$ cat config.mk
export PLATFORM = sky130hd
export DESIGN_NAME = code_enroll
export DESIGN_NICKNAME = d
export VERILOG_FILES = /design/src/rtl/code_enroll.sv
export SDC_FILE = /design/constraint.sdc
export NUM_CORES = 1
export LEC_CHECK = 0
export ABC_AREA = 1
export BUFFER_PORTS_ARGS = -buffer_cell sky130_fd_sc_hd__buf_2
export CORE_AREA = 8 8 102 104
export DETAILED_ROUTE_END_ITERATION = 10
export DIE_AREA = 0 0 110 112
export GPL_TIMING_DRIVEN = 0
export PLACE_DENSITY = 0.49
export SLEW_MARGIN = 20
export SYNTH_ARGS = -nofsm -noshare
export SYNTH_HDL_FRONTEND = slang
export SYNTH_SLANG_ARGS = --single-unit
$ cat constraint.sdc
create_clock -name clk -period 3.5 [get_ports clk]
set_input_delay 0.175 -clock clk [delete_from_list [all_inputs] [get_ports clk]]
set_output_delay 0.175 -clock clk [all_outputs]
set_load 0.1 [all_outputs]
$ cat src/rtl/code_enroll.sv
// Code enrollment controller: enter a CODE_LEN-digit code, confirm it by
// re-entry, then commit it to the code register.

module code_enroll_key_dec (
  input  logic [9:0] key_pulse,
  output logic       press,
  output logic       valid,
  output logic [3:0] digit
);
  always_comb begin
    digit = '0;
    for (int i = 0; i < 10; i++)
      if (key_pulse[i]) digit = 4'(i);
  end

  assign press = |key_pulse;
  assign valid = ($countones(key_pulse) == 1);
endmodule

module code_enroll #(
  parameter int          CODE_LEN       = 4,
  parameter int          TIMEOUT_CYCLES = 20,
  parameter logic [15:0] DEFAULT_CODE   = 16'h9102
) (
  input  logic        clk,
  input  logic        rst,
  input  logic [9:0]  key_pulse,
  input  logic        enroll_start,
  input  logic        abort,
  output logic [15:0] code,
  output logic        code_updated,
  output logic        busy,
  output logic        err,
  output logic [2:0]  digit_count,
  output logic [2:0]  phase
);
  localparam int TW = (TIMEOUT_CYCLES > 2) ? $clog2(TIMEOUT_CYCLES) : 1;
  localparam logic [2:0]    LAST_SLOT = 3'(CODE_LEN - 1);
  localparam logic [TW-1:0] TMO_LIMIT = TW'(TIMEOUT_CYCLES - 1);

  typedef enum logic [2:0] {
    IDLE    = 3'd0,
    ENTER   = 3'd1,
    CONFIRM = 3'd2,
    ERROR   = 3'd3
  } state_t;

  state_t           state, state_d;
  logic [2:0]       cnt, cnt_d;
  logic [3:0][3:0]  shadow, shadow_d;
  logic [15:0]      code_q, code_d;
  logic             upd_q, upd_d;
  logic [TW-1:0]    tmo, tmo_d, tmo_inc;

  logic             press, valid;
  logic [3:0]       digit;

  code_enroll_key_dec u_dec (
    .key_pulse (key_pulse),
    .press     (press),
    .valid     (valid),
    .digit     (digit)
  );

  always_ff @(posedge clk) begin
    if (rst) begin
      state  <= IDLE;
      cnt    <= '0;
      shadow <= '0;
      code_q <= DEFAULT_CODE;
      upd_q  <= 1'b0;
      tmo    <= '0;
    end else begin
      state  <= state_d;
      cnt    <= cnt_d;
      shadow <= shadow_d;
      code_q <= code_d;
      upd_q  <= upd_d;
      tmo    <= tmo_d;
    end
  end

  assign tmo_inc = tmo + TW'(1);

  // Priority: abort > enroll_start > key press > timeout.
  always_comb begin
    state_d  = state;
    cnt_d    = cnt;
    shadow_d = shadow;
    code_d   = code_q;
    upd_d    = 1'b0;
    tmo_d    = tmo;

    if (abort) begin
      state_d  = IDLE;
      cnt_d    = '0;
      shadow_d = '0;
      tmo_d    = '0;
    end else if (enroll_start) begin
      state_d  = ENTER;
      cnt_d    = '0;
      shadow_d = '0;
      tmo_d    = '0;
    end else begin
      case (state)
        ENTER, CONFIRM: begin
          if (press) begin
            tmo_d = '0;
            if (!valid) begin
              state_d = ERROR;
            end else if (state == ENTER) begin
              shadow_d[cnt[1:0]] = digit;
              if (cnt == LAST_SLOT) begin
                state_d = CONFIRM;
                cnt_d   = '0;
              end else begin
                cnt_d = cnt + 3'd1;
              end
            end else if (digit == shadow[cnt[1:0]]) begin
              if (cnt == LAST_SLOT) begin
                state_d = IDLE;
                cnt_d   = '0;
                code_d  = shadow;
                upd_d   = 1'b1;
              end else begin
                cnt_d = cnt + 3'd1;
              end
            end else begin
              state_d = ERROR;
            end
          end else if (tmo_inc == TMO_LIMIT) begin
            // Counter reaches the limit on this idle edge.
            state_d = ERROR;
            tmo_d   = '0;
          end else begin
            tmo_d = tmo_inc;
          end
        end
        default: ;
      endcase
    end
  end

  assign code         = code_q;
  assign code_updated = upd_q;
  assign busy         = (state == ENTER) || (state == CONFIRM);
  assign err          = (state == ERROR);
  assign digit_count  = cnt;
  assign phase        = state;
endmodule

# Word level (Yosys, flattened, before mapping)
# Cells that the tools add are included.
totals:
  regBits: 44
  input_bits: 14
  out_inout_bits: 25
  wordCells: 86
op_classes:
  n_addsub: 11
  n_lt_le_gt_ge: 2
  eq_ne: 11
  mux: 29
  n_bitwise: 7
  reduce_logical: 16
op_table:
  columns: ["operator", "n"]
  rows:
  - ["32-bit adder", 4]
  - ["3-bit two-way mux", 14]
  - ["32-bit by 2-bit equality test with 1-bit output (second input constant)", 1]
  - ["16-bit bitwise mux", 1]
  - ["4-bit two-way mux", 4]
  - ["4-bit AND reduction", 4]
  - ["1-bit by 1-bit adder with 2-bit output", 5]
  - ["5-bit two-way mux", 2]
  - ["10-bit OR reduction", 1]
  - ["3-bit by 2-bit equality test with 1-bit output (second input constant)", 3]
  - ["4-bit binary-select mux with 2-bit select", 1]
  - ["4-bit demux with 2-bit select", 1]
  - ["8-bit AND reduction", 1]
  - ["8-bit OR reduction", 1]
  - ["1-bit NOT", 7]
  - ["2-bit nonzero test", 3]
  - ["5-bit by 1-bit adder with 5-bit output (second input constant)", 1]
  - ["5-bit equality test (second input constant)", 1]
  - ["5-bit by 4-bit != test with 1-bit output (second input constant)", 1]
  - ["5-bit != test (second input constant)", 1]
  - ["4-bit equality test", 1]
  - ["1-bit two-way mux", 4]
  - ["2-bit two-way mux", 2]
  - ["4-bit by 3-bit != test with 1-bit output (second input constant)", 1]
  - ["10 further kinds", 11]

# Logic depth before layout (Yosys ltp)
# Gate-level depths: netlist of run 1.
depth:
  depth_word: 16
  depth_mapped: 20

# By module
# Synthesis of run 1 repeated with hierarchy kept, for this count alone.
hier_totals:
  cells_unflattened: 341
  hier_area_um2: 2432.3
by_module_without_submodules:
  columns: ["mod", "instances", "cells_per_inst", "area_each_um2", "seq_area_each_um2"]
  rows:
  - ["code_enroll", 1, 292, 2070.7, 860.8]
  - ["code_enroll_key_dec", 1, 49, 361.6, 0.0]

# Worst setup path after synthesis of run 1
# OpenSTA, ideal clock, no wires.
synth_path:
  kind: "input-to-reg"
  from: "input key_pulse[0]"
  to: "register code_q[1], in the netlist code[1]"
  setup_time_ps: 134
  arrival_ps: 3518
  required_time_ps: 3366
  setup_slack_ps: -152
  path_stages: 19
  n_path_buf: 1
  path_cell_list: "inv_1 -> ha_1 -> inv_1 -> fa_1 -> fa_1 -> inv_1 -> fa_1 -> inv_1 -> fa_1 -> nand2_1 -> nor3_1 -> nand2_1 -> nor2_2 -> nand4_1 -> nor3_4 -> nand2_4 -> buf_6 -> nand2_1 -> o211ai_2"
synth_between:
  elab_chain_cells: 6
synth_lines:
  columns: ["element", "line_no", "source"]
  rows:
  - ["start: declaration", "27", "input logic [9:0] key_pulse,"]
  - ["1-bit by 1-bit adder with 2-bit output (implied by the code)", "17", "assign valid = ($countones(key_pulse) == 1);"]
  - ["32-bit adder (implied by the code) (3 in a row)", "17", null]
  - ["32-bit by 2-bit equality test with 1-bit output", "17", null]
  - ["8-bit AND reduction (no line) (*)", null, null]
  - ["end signal: assignment", "77", "code_q <= code_d;"]
  - ["end: declaration", "51", "logic [15:0] code_q, code_d;"]
# Every way passes the cells marked *; elsewhere a longest branch is shown, timed or not.
# A chain may end at the register's enable or synchronous reset.

# Worst setup path in the final report of run 1
layout_path:
  from: "input key_pulse[4]"
  to: "register code_q[10], in the netlist code[10]"
layout_between:
  elab_chain_cells: 8
layout_lines:
  columns: ["element"]
  rows:
  - ["branches (longest 7 deep; another with 32-bit adder)"]
  - ["8-bit AND reduction (no line) (*)"]
# Every way passes the cells marked *.

==> results of run 1 <==
timing repair:
action,in CTS,in global routing
buffers inserted,12,2
pin swaps,17,7
gates cloned,1,0
endpoints found under the setup margin,20,31
gates resized for setup,41,12
kinds of logic after synthesis:
logic type / count (synthesis)
buf+inv: 62
fa+ha+maj: 27
flops: 43
simple gates: 146
xor+xnor: 3
other cells: 1
compound gates: 71
worst min-delay path by stage:
stage | from | endpoint
6_report | rst | code_updated$_SDFF_PP0_
3_3_place_gp | rst | code_updated$_SDFF_PP0_
5_1_grt | rst | code_updated$_SDFF_PP0_
3_5_place_dp | rst | code_updated$_SDFF_PP0_
2_1_floorplan | enroll_start | code_updated$_SDFF_PP0_
4_1_cts | rst | code_updated$_SDFF_PP0_
per-layer routing:
metal  vias up  track usage [%]  part of all wire, %
li1       1255                -                    -
met1      1089            13.60                   46
met2        40            18.95                   48
met3         9            2.137                  3.8
met4         0            4.775                  2.1
met5         -                0                    0
critical path, cell delays in order:
cell and delay (ns):
buf_8 0.08, inv_4 0.03, ha_4 0.25, inv_2 0.03
fa_1 0.56, fa_1 0.41, inv_1 0.08, fa_2 0.20
inv_2 0.04, fa_1 0.47, nand2_1 0.07, nor3_2 0.18
nand2_2 0.11, nor2_4 0.12, nand4_1 0.18, nor3_4 0.25
nand2_4 0.13, buf_8 0.15, o21ai_2 0.14, nor2_1 0.04
state kept, by name (all words and copies together), names as in the netlist:
signal	flops
code	16
code_updated	1
digit_count	3
phase	2
shadow	16
tmo	5
cell type report:
cell class                      instances  area [um2]
Buffer                                 11       80.08
Clock buffer                            5       68.82
Clock inverter                          3       43.79
Fill cell                             961        5533
Inverter                               51       221.5
Multi-Input combinational cell        248        1580
Sequential cell                        43       860.8
Tap cell                              111       138.9
Timing Repair Buffer                   52       362.8
through the flow:
stage	util (%)	worst slack (ns)	power, mW	area, um2
3_5_place_dp	32.92	-0.7041	0.7194	2927
2_1_floorplan	-	-0.1339	0.6678	2603
5_1_grt	37.76	-0.2114	1.219	3357
3_3_place_gp	32.92	-0.6571	0.7165	2927
6_report	37.76	0.001066	1.150	3357
4_1_cts	37.14	-0.07251	1.159	3302
cells in the final DEF, fill, tap and decap left out, drive strengths merged:
master and count:
o21ai 31, a21oi 36, and3 2, nand4 3, dfxtp 43, nor2 34, bufinv 1, nand2 73
xor2 2, inv 51, clkbuf 8, nor3 2, buf 60, nor4 1, conb 1, xnor2 1
o21bai 1, o211ai 3, clkinv 2, ha 21, nand3 30, or2 1, fa 6
power by group through the flow:
stage	Sequential [mW]	Combinational, mW	Clock [mW]
2_1_floorplan	0.510	0.157	0
3_3_place_gp	0.503	0.214	0
3_5_place_dp	0.503	0.217	0
4_1_cts	0.491	0.258	0.410
5_1_grt	0.492	0.301	0.427
6_report	0.491	0.258	0.401
==> out/results.ini, run 1 <==
[setup_path]
r2r_start = digit_count[1]$_SDFFE_PP0P_
critPathCaptureType = flip-flop
r2r_cells = 9
startpoint = key_pulse[4]
reg2reg_to = code[10]$_SDFFE_PP0P_
worstPathArrival_ns = 3.71
cp.required_ns = 3.71
start_kind = input pin
crit_path_max_fanout = 5
path_class = in -> reg
endpoint = code[10]$_SDFFE_PP0P_
reg2reg_slack_ns = 1.28

[synthesis]
avgSynthCellArea_um2 = 7.252
ys.flop_type = dfxtp_1
synth_nets = 394
yosys.cell_types.count = 34
synth_compound_area_share_pct = 14.47
synthAdderAreaFrac_pct = 14.96
synth_top_family_by_area = simple AND/OR/NAND/NOR gates
yosys.area_share.simple_pct = 25.46
yosys-mux-area-fraction_pct = 0
syn_inst = 353
synth_xor_area_share_pct = 1.026
async_flop_share_pct = 0
ys_ff_latch = 43
synth_top_area_share_pct = 33.63
netlist_top_cells_count = 72 x nand2_1, 43 x dfxtp_1, 39 x inv_1, 36 x a21oi_1, 32 x nor2_1
synth_area_mm2 = 0.002560
synth_warnings = 0
synth.most_common_cell = nand2_1
ys_top_cells_by_area = dfxtp_1 34%, nand2_1 11%, ha_1 10%
synth_area_leader_cell = dfxtp_1
ys_seq_area_share_pct = 33.63
synth_edf_count = 0

[finish]
fin_nets = 453
syn2layout_area_growth_pct = 31.13
drive_above_1_share_pct = 29.30
diodes = 0
final_cells = 524

[sta]
clock_skew_ns = 0.007241
report.final.slew_viol_count = 0
layout_min_cycle_time_ns = 3.499
clock.fmax_ghz = 0.2858
finalSetupViolations = 0
slew_headroom_pct = 61.19
rsz0062_at_grt = yes
finalSetupTns_ns = 0
worst_pin_slew_ns = 0.5821
whs_ns = 0.07536
hold_viol_final = 0
finalCritPeriodShare_pct = 99.97

[clocking]
cts_max_path_buffers = 2
worstSkewPairLatency_ns = 0.30
cts_hold_buf = 0
clock-sinks = 43
htreeDepth = 2
cts_made_buffers = 5
cts_root_buf = clkbuf_8
path_clk_slew_ns = 0.09
tritoncts = yes

[outcome]
outcome = finished, final reports clean

[placement]
place_hpwl_mm = 4.912
portBuffers = 37
gp_congestion = 0.8178
dp_cells = 501

[global_route]
grt_pass1_vias = 2464
antenna_found_initial = 0
grt_max_degree = 15
grtUsageTotal_pct = 11.32
grt_pass1_wl_mm = 11.23
overflow = 0

[route]
vias = 2393
drc = 0
vias_per_cell = 4.567
ant_nets = 0
firstDrtPassIters = 4
routed_wl_mm = 6.569
drt_iter0_markers = 131
routedWlPerCell_um = 12.54

[power]
p_per_area_mw_per_mm2 = 342.5
combPwrFrac_pct = 22.4
ir_drop_mv = 0.2107
p_switching_mw = 0.3474
p_int_mw = 0.8025
pwr-share-seq_pct = 42.7
sw_frac_of_total_pct = 30.21
leakage_nw = 1.582
pwr-share-clk_pct = 34.8

[floorplanning]
core_mm2 = 0.008890
io_pins = 39
rows = 35
floorplan.die_area_mm2 = 0.01232
initial_core_util_pct = 28.80
die_h_um = 112
die_w_um = 110

[run]
cap_violations = 0

[worst_hold_path]
holdPathStages = 2
hold_class = in -> reg

No activity file was read; power rests on OpenSTA's default activity.
==> run 2, diff against run 1 <==
--- a/config.mk
+++ b/config.mk
@@ -5,11 +5,10 @@
 export SDC_FILE = /design/constraint.sdc
 export NUM_CORES = 1
 export LEC_CHECK = 0
-export ABC_AREA = 1
 export BUFFER_PORTS_ARGS = -buffer_cell sky130_fd_sc_hd__buf_2
-export CORE_AREA = 8 8 102 104
+export CORE_AREA = 8 8 104 106
 export DETAILED_ROUTE_END_ITERATION = 10
-export DIE_AREA = 0 0 110 112
+export DIE_AREA = 0 0 112 114
 export GPL_TIMING_DRIVEN = 0
 export PLACE_DENSITY = 0.49
 export SLEW_MARGIN = 20
==> out/results.ini, run 2 <==
[synthesis]
synth_top_area_share_pct = 32.10
ys_top_cells_by_area = dfxtp_1 32%, ha_1 9.8%, mux2i_1 8.6%
ys.flop_type = dfxtp_1
async_flop_share_pct = 0
ys_ff_latch = 43
syn_inst = 295
ys_seq_area_share_pct = 32.10
netlist_top_cells_count = 43 x dfxtp_1, 29 x inv_1, 25 x nand2b_1, 25 x nor2_1, 23 x mux2i_1
synth_area_mm2 = 0.002681
synth_edf_count = 0
synth_area_leader_cell = dfxtp_1
synth.most_common_cell = dfxtp_1
yosys.cell_types.count = 50
avgSynthCellArea_um2 = 9.089
synth_nets = 336
synth_warnings = 0

[power]
sw_frac_of_total_pct = 29.26
p_int_mw = 0.8260
power_mw = 1.168
leakage_nw = 1.332
pwr-share-clk_pct = 34.4
p_switching_mw = 0.3417
pwr-share-seq_pct = 42.0
combPwrFrac_pct = 23.6
ir_drop_mv = 0.1373
p_per_area_mw_per_mm2 = 352.0

[placement]
place_hpwl_mm = 5.097
placed_area_mm2 = 0.003033
pre_cts_ws_ns = -0.6804
portBuffers = 36
gp_congestion = 0.7792

[clocking]
clock-sinks = 43
worstSkewPairLatency_ns = 0.30
cts_root_buf = clkbuf_8
cts_hold_buf = 0
tritoncts = yes
htreeDepth = 2
path_clk_slew_ns = 0.09
cts_made_buffers = 5
cts_max_path_buffers = 2

[outcome]
violations = negative setup slack
outcome = finished, violations left

[sta]
finalSetupViolations = 17
layout_min_cycle_time_ns = 3.585
clock_skew_ns = 0.005789
whs_ns = 0.1305
finalCritPeriodShare_pct = 102.4
clock.fmax_ghz = 0.2789
fin_ws_ns = -0.08498
worst_pin_slew_ns = 0.7060
rsz0062_at_grt = yes
report.final.slew_viol_count = 0
hold_viol_final = 0
slew_headroom_pct = 52.57

[global_route]
antenna_found_initial = 0
grt_pass1_wl_mm = 10.76
grtUsageTotal_pct = 10.24
overflow = 0
grt_max_degree = 15
grt_pass1_vias = 2195

[floorplanning]
io_pins = 39
die_w_um = 112
rows = 35
initial_core_util_pct = 29.44
die_h_um = 114
core_mm2 = 0.009109
floorplan.die_area_mm2 = 0.01277

[setup_path]
crit_slowest_cell = fa_1
critPathCaptureType = flip-flop
path_class = in -> reg
crit_path_frequent_cell = inv_2
crit_chain = buf_8 -> inv_8 -> ha_4 -> inv_2 -> fa_1 -> fa_1 -> inv_2 -> fa_2 -> inv_2 -> fa_2 -> nand2_1 -> or4b_4 -> nor4_4 -> and4_1 -> buf_6 -> clkbuf_16 -> mux2i_1
worstPathArrival_ns = 3.82
start_kind = input pin
cp.required_ns = 3.73
critPathMaxStageDelay_ns = 0.56
crit_path_max_fanout = 5

[finish]
diodes = 0
multi_input_area_mm2 = 0.001683
layout_common_cells = 43 x dfxtp_1, 30 x buf_2, 25 x nand2b_1, 25 x nor2_1, 23 x mux2i_1
seq_area_um2 = 860.8
layout_commonest_cell = dfxtp_1
nFillCells = 967
stdcell_area_mm2 = 0.003317
syn2layout_area_growth_pct = 23.71
fin_nets = 386
drive_above_1_share_pct = 25.14
finalCoreUtilization_pct = 36.41

[route]
drt_iter0_markers = 92
ant_nets = 0
vias = 2211
routedWlPerCell_um = 14.33
routed_wl_mm = 6.548
vias_per_cell = 4.838
firstDrtPassIters = 5
drc = 0

[worst_hold_path]
hold_class = in -> reg

[run]
cap_violations = 0

==> run 2: cell types whose count changed after synthesis, sizes merged, moves of 18 or more <==
cell	change
o21ai	-25
a21oi	-18
inv	-22
nand2	-57
nand3	-18
nand2b	+25
mux2i	+23
==> run 2: final timing paths <==
kind / startpoint / depth (start not counted) / endpoint / slack (ns)
min reg2reg: digit_count[2]$_SDFFE_PP0P_ / 2 / digit_count[2]$_SDFFE_PP0P_ / 0.45
max: key_pulse[0] / 17 / code[13]$_SDFFE_PP0P_ / -0.08
min: abort / 2 / phase[0]$_SDFFE_PP0P_ / 0.13
max reg2reg: digit_count[1]$_SDFFE_PP0P_ / 7 / code[13]$_SDFFE_PP0P_ / 1.09
==> run 2: final cells by class <==
type                            count  share of cell area (%)
Timing Repair Buffer               44                   9.355
Buffer                             12                   2.641
Multi-Input combinational cell    210                   50.74
Sequential cell                    43                   25.95
Tap cell                          111                   4.187
Clock buffer                        5                   2.075
Inverter                           29                   3.734
Clock inverter                      3                   1.320
==> run 2: through the flow <==
stage,cells,TNS (ns)
floorplan,295,-2.741
global placement,442,-15.35
detailed placement,442,-17.38
CTS,455,-3.307
global route,457,-3.408
finish,457,-0.9635
==> run 2: power by group through the flow <==
stage / Combinational [mW] / Clock, mW / Sequential (mW)
CTS: 0.266 / 0.414 / 0.491
finish: 0.275 / 0.401 / 0.491
detailed placement: 0.230 / 0 / 0.503
floorplan: 0.169 / 0 / 0.510
global placement: 0.227 / 0 / 0.503
global route: 0.309 / 0.435 / 0.491
==> run 2: logic make-up after synthesis <==
logic type | count (synthesis) | share of synthesized area [%]
simple gates | 116 | 24.31
flops | 43 | 32.10
buf+inv | 42 | 7.186
compound gates | 35 | 8.353
mux | 28 | 12.65
fa+ha+maj | 27 | 14.28
xor+xnor | 3 | 0.9801
other cells | 1 | 0.1399
==> run 2: critical path: cells and delay by family <==
| family | cells | cell delay, ns |
|---|---|---|
| adders and majority gates | 5 | 1.94 |
| buffers and inverters | 7 | 0.55 |
| muxes | 1 | 0.17 |
| and+or+nand+nor | 4 | 0.98 |
==> run 2: metal layers <==
metal,global-route usage [%],wire length (um),vias up
met5,0,0,-
met2,16.64,2910,57
met3,2.747,414,5
met1,13.03,3165,1051
met4,2.968,57,0
li1,-,-,1098
==> run 2: repair_timing <==
item | in CTS | in global routing
pin swaps | 3 | 7
setup endpoints to repair | 27 | 30
gates cloned | 0 | 1
buffers inserted | 6 | 1
gates resized for setup | 21 | 7
